--- config.mk ---
export PLATFORM = sky130hd
export DESIGN_NAME = ahb3lite_burst_arbiter
export DESIGN_NICKNAME = d
export VERILOG_FILES = /design/src/rtl/ahb3lite_burst_arbiter.sv
export SDC_FILE = /design/constraint.sdc
export NUM_CORES = 1
export LEC_CHECK = 0
export BUFFER_PORTS_ARGS = -buffer_cell sky130_fd_sc_hd__buf_4
export CAP_MARGIN = 20
export CORE_MARGIN = 8
export CORE_UTILIZATION = 40
export CTS_BUF_LIST = sky130_fd_sc_hd__clkbuf_2
export DETAILED_ROUTE_END_ITERATION = 10
export PLACE_DENSITY = 0.69
export SETUP_SLACK_MARGIN = 0.02
export SYNTH_ARGS = -nofsm -noshare
export SYNTH_HDL_FRONTEND = slang
export SYNTH_SLANG_ARGS = --single-unit
--- constraint.sdc ---
create_clock -name HCLK -period 3 [get_ports HCLK]
set_clock_uncertainty 0.05 [all_clocks]
set_input_delay 0.6 -clock HCLK [delete_from_list [all_inputs] [get_ports HCLK]]
set_output_delay 0.6 -clock HCLK [all_outputs]
set_load 0.01 [all_outputs]
--- src/rtl/ahb3lite_burst_arbiter.sv ---
// ---------------------------------------------------------------------------
// ahb3lite_burst_arbiter
//
// Purpose:
//   Arbitrates ownership of one AHB3-Lite slave among MASTERS requesters.
//   Ownership only moves at legal switch points of the current owner's
//   transfer stream: IDLE, a SINGLE NONSEQ, the last beat of a fixed-length
//   burst, or an undefined-length INCR that has held the bus for MAX_HOLD
//   cycles while someone else was waiting. Locked sequences are never broken.
//   Among requesters the highest mstpriority level wins. Ties within a level
//   are broken round-robin, and each level keeps its own last-grant pointer.
//
// Parameters:
//   MASTERS   number of requesting masters (2..16)
//   MAX_HOLD  owner cycles with another master waiting before the fairness
//             release applies to undefined-length INCR (1..255)
//
// Ports:
//   HCLK            clock, all state changes on the rising edge
//   HRESETn         asynchronous active-low reset
//   req             per-master request (that master's HSEL for this slave)
//   mstpriority     per-master 3-bit priority, 7 is highest
//   own_HTRANS      HTRANS driven by the current owner
//   own_HBURST      HBURST driven by the current owner
//   own_HMASTLOCK   HMASTLOCK driven by the current owner
//   HREADY          slave-side HREADY, qualifies every transfer advance
//   granted_master  one-hot current owner
//   granted_idx     binary index of the current owner
//   can_switch      combinational: this cycle is a legal switch point
//   hold_expired    owner has held MAX_HOLD cycles while others requested
//   arb_state       observable arbiter state: 0 IDLE, 1 OWNED, 2 BURST,
//                   3 LOCKED
// ---------------------------------------------------------------------------
module ahb3lite_burst_arbiter #(
  parameter int MASTERS  = 3,
  parameter int MAX_HOLD = 16
) (
  input  logic                       HCLK,
  input  logic                       HRESETn,
  input  logic [MASTERS-1:0]         req,
  input  logic [MASTERS-1:0][2:0]    mstpriority,
  input  logic [1:0]                 own_HTRANS,
  input  logic [2:0]                 own_HBURST,
  input  logic                       own_HMASTLOCK,
  input  logic                       HREADY,
  output logic [MASTERS-1:0]         granted_master,
  output logic [$clog2(MASTERS)-1:0] granted_idx,
  output logic                       can_switch,
  output logic                       hold_expired,
  output logic [1:0]                 arb_state
);

  localparam int         IDX_W    = $clog2(MASTERS);
  localparam logic [7:0] HOLD_MAX = 8'(MAX_HOLD);

  // HTRANS encodings
  localparam logic [1:0] TR_IDLE   = 2'b00;
  localparam logic [1:0] TR_BUSY   = 2'b01;
  localparam logic [1:0] TR_NONSEQ = 2'b10;
  localparam logic [1:0] TR_SEQ    = 2'b11;

  // HBURST encodings
  localparam logic [2:0] HB_SINGLE = 3'b000;
  localparam logic [2:0] HB_INCR   = 3'b001;
  localparam logic [2:0] HB_WRAP4  = 3'b010;
  localparam logic [2:0] HB_INCR4  = 3'b011;
  localparam logic [2:0] HB_WRAP8  = 3'b100;
  localparam logic [2:0] HB_INCR8  = 3'b101;
  localparam logic [2:0] HB_WRAP16 = 3'b110;
  localparam logic [2:0] HB_INCR16 = 3'b111;

  localparam logic [MASTERS-1:0] MASTER0_OH = {{(MASTERS-1){1'b0}}, 1'b1};

  typedef enum logic [1:0] {
    ST_IDLE   = 2'd0,
    ST_OWNED  = 2'd1,
    ST_BURST  = 2'd2,
    ST_LOCKED = 2'd3
  } state_t;

  // Beats remaining after the NONSEQ of a fixed-length burst.
  function automatic logic [3:0] f_burst_beats(input logic [2:0] hburst);
    logic [3:0] beats;
    case (hburst)
      HB_WRAP4,  HB_INCR4:  beats = 4'd3;
      HB_WRAP8,  HB_INCR8:  beats = 4'd7;
      HB_WRAP16, HB_INCR16: beats = 4'd15;
      default:              beats = 4'd0;
    endcase
    return beats;
  endfunction

  // ---------------------------------------------------------------------
  // Registers
  // ---------------------------------------------------------------------
  state_t             r_state;
  logic [3:0]         r_beats_left;
  logic [7:0]         r_hold;
  logic [MASTERS-1:0] r_granted;
  logic [IDX_W-1:0]   r_grant_idx;
  logic [MASTERS-1:0] r_last_grant [8];

  // ---------------------------------------------------------------------
  // Combinational nets
  // ---------------------------------------------------------------------
  logic               w_hold_expired;
  logic               w_sw_idle;
  logic               w_sw_single;
  logic               w_sw_last;
  logic               w_sw_fair;
  logic [3:0]         w_beats_nxt;
  logic [2:0]         w_level;
  logic [MASTERS-1:0] w_cand;
  logic [MASTERS-1:0] w_cand_others;
  logic [MASTERS-1:0] w_cand_final;
  logic [MASTERS-1:0] w_last_oh;
  logic [IDX_W-1:0]   w_last_idx;
  logic [IDX_W-1:0]   w_scan;
  logic               w_found;
  logic [IDX_W-1:0]   w_win_idx;
  logic [MASTERS-1:0] w_win_oh;
  logic               w_any_req;
  logic               w_other_req;
  logic               w_take;
  logic               w_grant_change;

  assign w_hold_expired = (r_hold == HOLD_MAX);
  assign w_any_req      = |req;
  assign w_other_req    = |(req & ~r_granted);

  // Legal switch points. Any asserted lock overrides all of them, including
  // the fairness release.
  assign w_sw_idle   = (own_HTRANS == TR_IDLE);
  assign w_sw_single = (own_HTRANS == TR_NONSEQ) && (own_HBURST == HB_SINGLE);
  assign w_sw_last   = (own_HTRANS == TR_SEQ) && (r_beats_left == 4'd1);
  assign w_sw_fair   = (own_HBURST == HB_INCR) && w_hold_expired &&
                       (own_HTRANS != TR_BUSY);
  assign can_switch  = HREADY && !own_HMASTLOCK &&
                       (w_sw_idle || w_sw_single || w_sw_last || w_sw_fair);

  // Burst beat counter: loaded on NONSEQ, decremented on SEQ, and held on
  // BUSY, IDLE and wait states. It saturates at zero.
  always_comb begin
    w_beats_nxt = r_beats_left;
    if (HREADY) begin
      if (own_HTRANS == TR_NONSEQ) begin
        w_beats_nxt = f_burst_beats(own_HBURST);
      end else if ((own_HTRANS == TR_SEQ) && (r_beats_left != 4'd0)) begin
        w_beats_nxt = r_beats_left - 4'd1;
      end
    end
  end

  // Highest requested priority level and the requesters sitting on it.
  always_comb begin
    w_level = 3'd0;
    for (int i = 0; i < MASTERS; i++) begin
      if (req[i] && (mstpriority[i] > w_level)) begin
        w_level = mstpriority[i];
      end
    end
    w_cand = '0;
    for (int i = 0; i < MASTERS; i++) begin
      w_cand[i] = req[i] && (mstpriority[i] == w_level);
    end
  end

  // Once the hold limit is reached the owner steps aside, but only if some
  // other master at the winning level can take over. Otherwise it keeps the
  // bus and its hold count.
  assign w_cand_others = w_cand & ~r_granted;
  assign w_cand_final  = (w_hold_expired && (|w_cand_others)) ? w_cand_others
                                                              : w_cand;

  // Round-robin within the level, starting at the index after that level's
  // last grant.
  always_comb begin
    w_last_oh  = r_last_grant[w_level];
    w_last_idx = '0;
    for (int i = 0; i < MASTERS; i++) begin
      if (w_last_oh[i]) begin
        w_last_idx = IDX_W'(i);
      end
    end
    w_scan    = w_last_idx;
    w_found   = 1'b0;
    w_win_idx = r_grant_idx;
    for (int i = 0; i < MASTERS; i++) begin
      w_scan = (w_scan == IDX_W'(MASTERS - 1)) ? '0 : w_scan + IDX_W'(1);
      if (!w_found && w_cand_final[w_scan]) begin
        w_found   = 1'b1;
        w_win_idx = w_scan;
      end
    end
    w_win_oh            = '0;
    w_win_oh[w_win_idx] = 1'b1;
  end

  // With no requester the grant parks on the current owner.
  assign w_take         = can_switch && w_any_req;
  assign w_grant_change = w_take && (w_win_idx != r_grant_idx);

  // ---------------------------------------------------------------------
  // Grant, round-robin pointers, hold counter and beat counter
  // ---------------------------------------------------------------------
  always_ff @(posedge HCLK or negedge HRESETn) begin
    if (!HRESETn) begin
      r_granted    <= MASTER0_OH;
      r_grant_idx  <= '0;
      r_hold       <= 8'd0;
      r_beats_left <= 4'd0;
      for (int l = 0; l < 8; l++) begin
        r_last_grant[l] <= MASTER0_OH;
      end
    end else begin
      r_beats_left <= w_beats_nxt;
      if (w_take) begin
        r_granted              <= w_win_oh;
        r_grant_idx            <= w_win_idx;
        r_last_grant[w_level]  <= w_win_oh;
      end
      // An owner that wins again by round-robin keeps counting, because its
      // grant did not change.
      if (w_grant_change || !w_other_req) begin
        r_hold <= 8'd0;
      end else if (r_hold != HOLD_MAX) begin
        r_hold <= r_hold + 8'd1;
      end
    end
  end

  // ---------------------------------------------------------------------
  // Arbiter state, updated on transfer-advancing edges only
  // ---------------------------------------------------------------------
  always_ff @(posedge HCLK or negedge HRESETn) begin
    if (!HRESETn) begin
      r_state <= ST_IDLE;
    end else if (HREADY) begin
      if (own_HMASTLOCK) begin
        r_state <= ST_LOCKED;
      end else if (w_beats_nxt != 4'd0) begin
        r_state <= ST_BURST;
      end else if (w_any_req) begin
        r_state <= ST_OWNED;
      end else begin
        r_state <= ST_IDLE;
      end
    end
  end

  assign granted_master = r_granted;
  assign granted_idx    = r_grant_idx;
  assign hold_expired   = w_hold_expired;
  assign arb_state      = r_state;

endmodule

==> flow_summary.ini <==
[floorplanning]
die_w_um = 99.82
start_util_pct = 41.36
die-area_mm2 = 0.009964
io_pins = 30
core_area_mm2 = 0.006794
die_h_um = 99.82
std_cell_rows = 30

[run_status]
outcome = finished with violations
violations = setup timing

[global_routing]
overflow = 0
grt_usage_pct = 17.17
grt_pass1_wl_um = 14030
antenna_found_initial = 0
grtUsageMet2_pct = 30.68
grt_max_degree = 36
grt_pass1_vias = 2996
grt_use_met3_pct = 2.837
grtUsageMet1_pct = 20.57
grt_most_used_layer = met2

[clock_network]
cts.clk_slew.worst_paths_ns = 0.18
htreeDepth = 2
cts_root_buffer = clkbuf_2
clock_latency_ns = 0.38
clockBufferDepth = 2
cts_tree = built
cts_buffers = 5
hold_buffers = 0
cts.sinks = 35

[worst_hold_path]
hp-class = input pin to asynchronous set/reset pin

[logic_synthesis]
synthCells = 317
ys_seq_area_share_pct = 31.21
async_flop_share_pct = 100.0
synth-seq-cells = 35
synth_common_cells = dfrtp_1, nand2_1, nor2_1, mux2_2, inv_1
syn_avg_cell_area_um2 = 8.865
synth_top_area_share_pct = 30.28
synth_edf_count = 0
synth_cell_types = 73
syn_area_mm2 = 0.002810
synth_flop_cell = dfrtp_1
yosys_warnings = 0
yosys.area.top_type = dfrtp_1
synthesis.nets = 349
ys_top_cells_by_area = dfrtp_1, mux2_2, ha_1, nand2_1, nor2_1

[setup_path]
cp_max_fo = 8
path_class = input pin to register
critPathCaptureType = register
cp-start-kind = input pin
crit_chain = buf_12 -> nand2_8 -> ha_4 -> a21o_1 -> o211ai_2 -> buf_4 -> mux2_4 -> ha_4 -> o211ai_1 -> nor2_2 -> buf_6 -> o21ai_4 -> mux2_4 -> o22ai_4 -> buf_6 -> o21ai_4 -> or2b_1 -> o21ai_4 -> nor2_4 -> mux2_4
slowest_delay_ns = 0.44
crit_family = compound AO/OA/AOI/OAI gates
required_ns = 3.23
arrival_ns = 4.59
slowest_stage = o211ai_1
critical_path_buf_inv_count = 4

[sta]
drv_slew = 0
finalSetupViolations = 29
max_freq_mhz = 229.6
fin_ws_ns = -1.356
hold_viol = 0
fin_crit_sh_pct = 145.2
slew_headroom_pct = 65.29
min_period_ns = 4.356
tns_ns = -38.29
rsz0062_at_grt = yes
worst_pin_slew_ns = 0.5183

[route]
dr.pass1.iters = 5
vias_per_cell = 5.486
vias = 2880
ant_nets = 0
drtIter0Drc = 140
totalWireLength_um = 8594
routedWlPerCell_um = 16.37
route.detailed.drc = 0

[power_and_ir_drop]
total_power_mw = 2.270
p_leak_nw = 1.911
powerDensity_mw_per_mm2 = 530.8
ir_drop_v = 0.0003780

[cells_and_area]
area_growth_pct = 52.14
nets = 460
drive_gt1_share_pct = 49.42
utilization_pct = 62.93
num_antenna_cells = 0

[placed_design]
dp_slack_ns = -1.850
portBuffers = 29
detailed_place_hpwl_um = 6051
gp_congestion = 0.9109

[run]
drv_cap = 0
registers in the layout, indices dropped and copies added, names as in the netlist:
name	cells
r_last_grant	16
r_hold	8
r_beats_left	4
granted_master	3
arb_state	2
granted_idx	2
metrics by stage:
step                      cells  hold slack, ns  instance area, um2
final                       525         0.08606                4275
after global routing        525         0.09768                4275
after CTS                   518         0.09263                4081
after detailed placement    497          0.4414                3692
after global placement      497          0.4344                3692
after floorplan             317          0.2544                2943
cell type report:
cell class,instances,area (um2)
flip-flops and latches,35,877.1
well taps,96,120.1
fillers,541,2519
inverters,18,72.57
repair buffers,112,922.1
clock buffers,7,35.03
multi-input cells,256,2243
clock inverters,1,5.005
layer usage:
layer  vias up  wire (um)  share of wire [%]
li1       1389          -                  -
met1      1382       3718                 43
met2        90       4315                 50
met3        19        409                4.8
met4         0        150                1.7
met5         -          0                  0
path summary, 6_finish.rpt:
| path | from | end | slack, ns | cells after the start |
|---|---|---|---|---|
| setup / recovery | req[0] | r_last_grant[8] | -1.36 | 20 |
| hold / removal | HRESETn | r_last_grant[17] | 0.09 | 1 |
| setup reg to reg | r_hold[5] | r_last_grant[11] | 0.38 | 10 |
| hold reg to reg | r_last_grant[7] | r_last_grant[7] | 0.48 | 1 |
| max in group asynchronous | HRESETn | granted_master[0] | 2.47 | 1 |
| min in group HCLK | own_HTRANS[1] | r_beats_left[2] | 0.41 | 2 |
report_power, final:
part | switching (mW) | internal [mW]
clock | 0.154 | 0.0637
combinational | 0.651 | 0.679
sequential | 0.122 | 0.599
total | 0.927 | 1.34
logic make-up after synthesis:
family                   synth area share, %
flip-flops                             31.21
multiplexers                           10.06
buffers and inverters                  4.719
AND/OR/NAND/NOR                        21.95
adder cells (fa/ha/maj)                4.898
XOR/XNOR                               4.363
AO/OA/AOI/OAI                          22.80
timing repair:
item | 4_1_cts | 5_1_grt
buffers inserted | 12 | 8
gates cloned | 1 | 0
setup endpoints to repair | 29 | 30
pin swaps | 25 | 19
gates resized for setup | 56 | 29
cell usage in the layout (no fill, tap or decap), types with 4 or more instances in the layout:
| cell type | instances |
|---|---|
| xnor2_1 | 11 |
| a21oi_2 | 5 |
| a21oi_1 | 11 |
| buf_6 | 15 |
| a21o_1 | 4 |
| ha_4 | 4 |
| nor2_2 | 4 |
| nand2_1 | 30 |
| a31oi_1 | 4 |
| o21ai_4 | 4 |
| dfrtp_1 | 34 |
| inv_1 | 16 |
| ha_1 | 7 |
| mux2_2 | 9 |
| nor2b_1 | 4 |
| clkbuf_2 | 7 |
| buf_4 | 95 |
| o31ai_4 | 4 |
| nand4_1 | 4 |
| mux2_4 | 12 |
| nor2_1 | 23 |
| nand3_1 | 14 |
| nor3_1 | 7 |
| o21ai_0 | 9 |
Power figures use the tool's default switching activity.
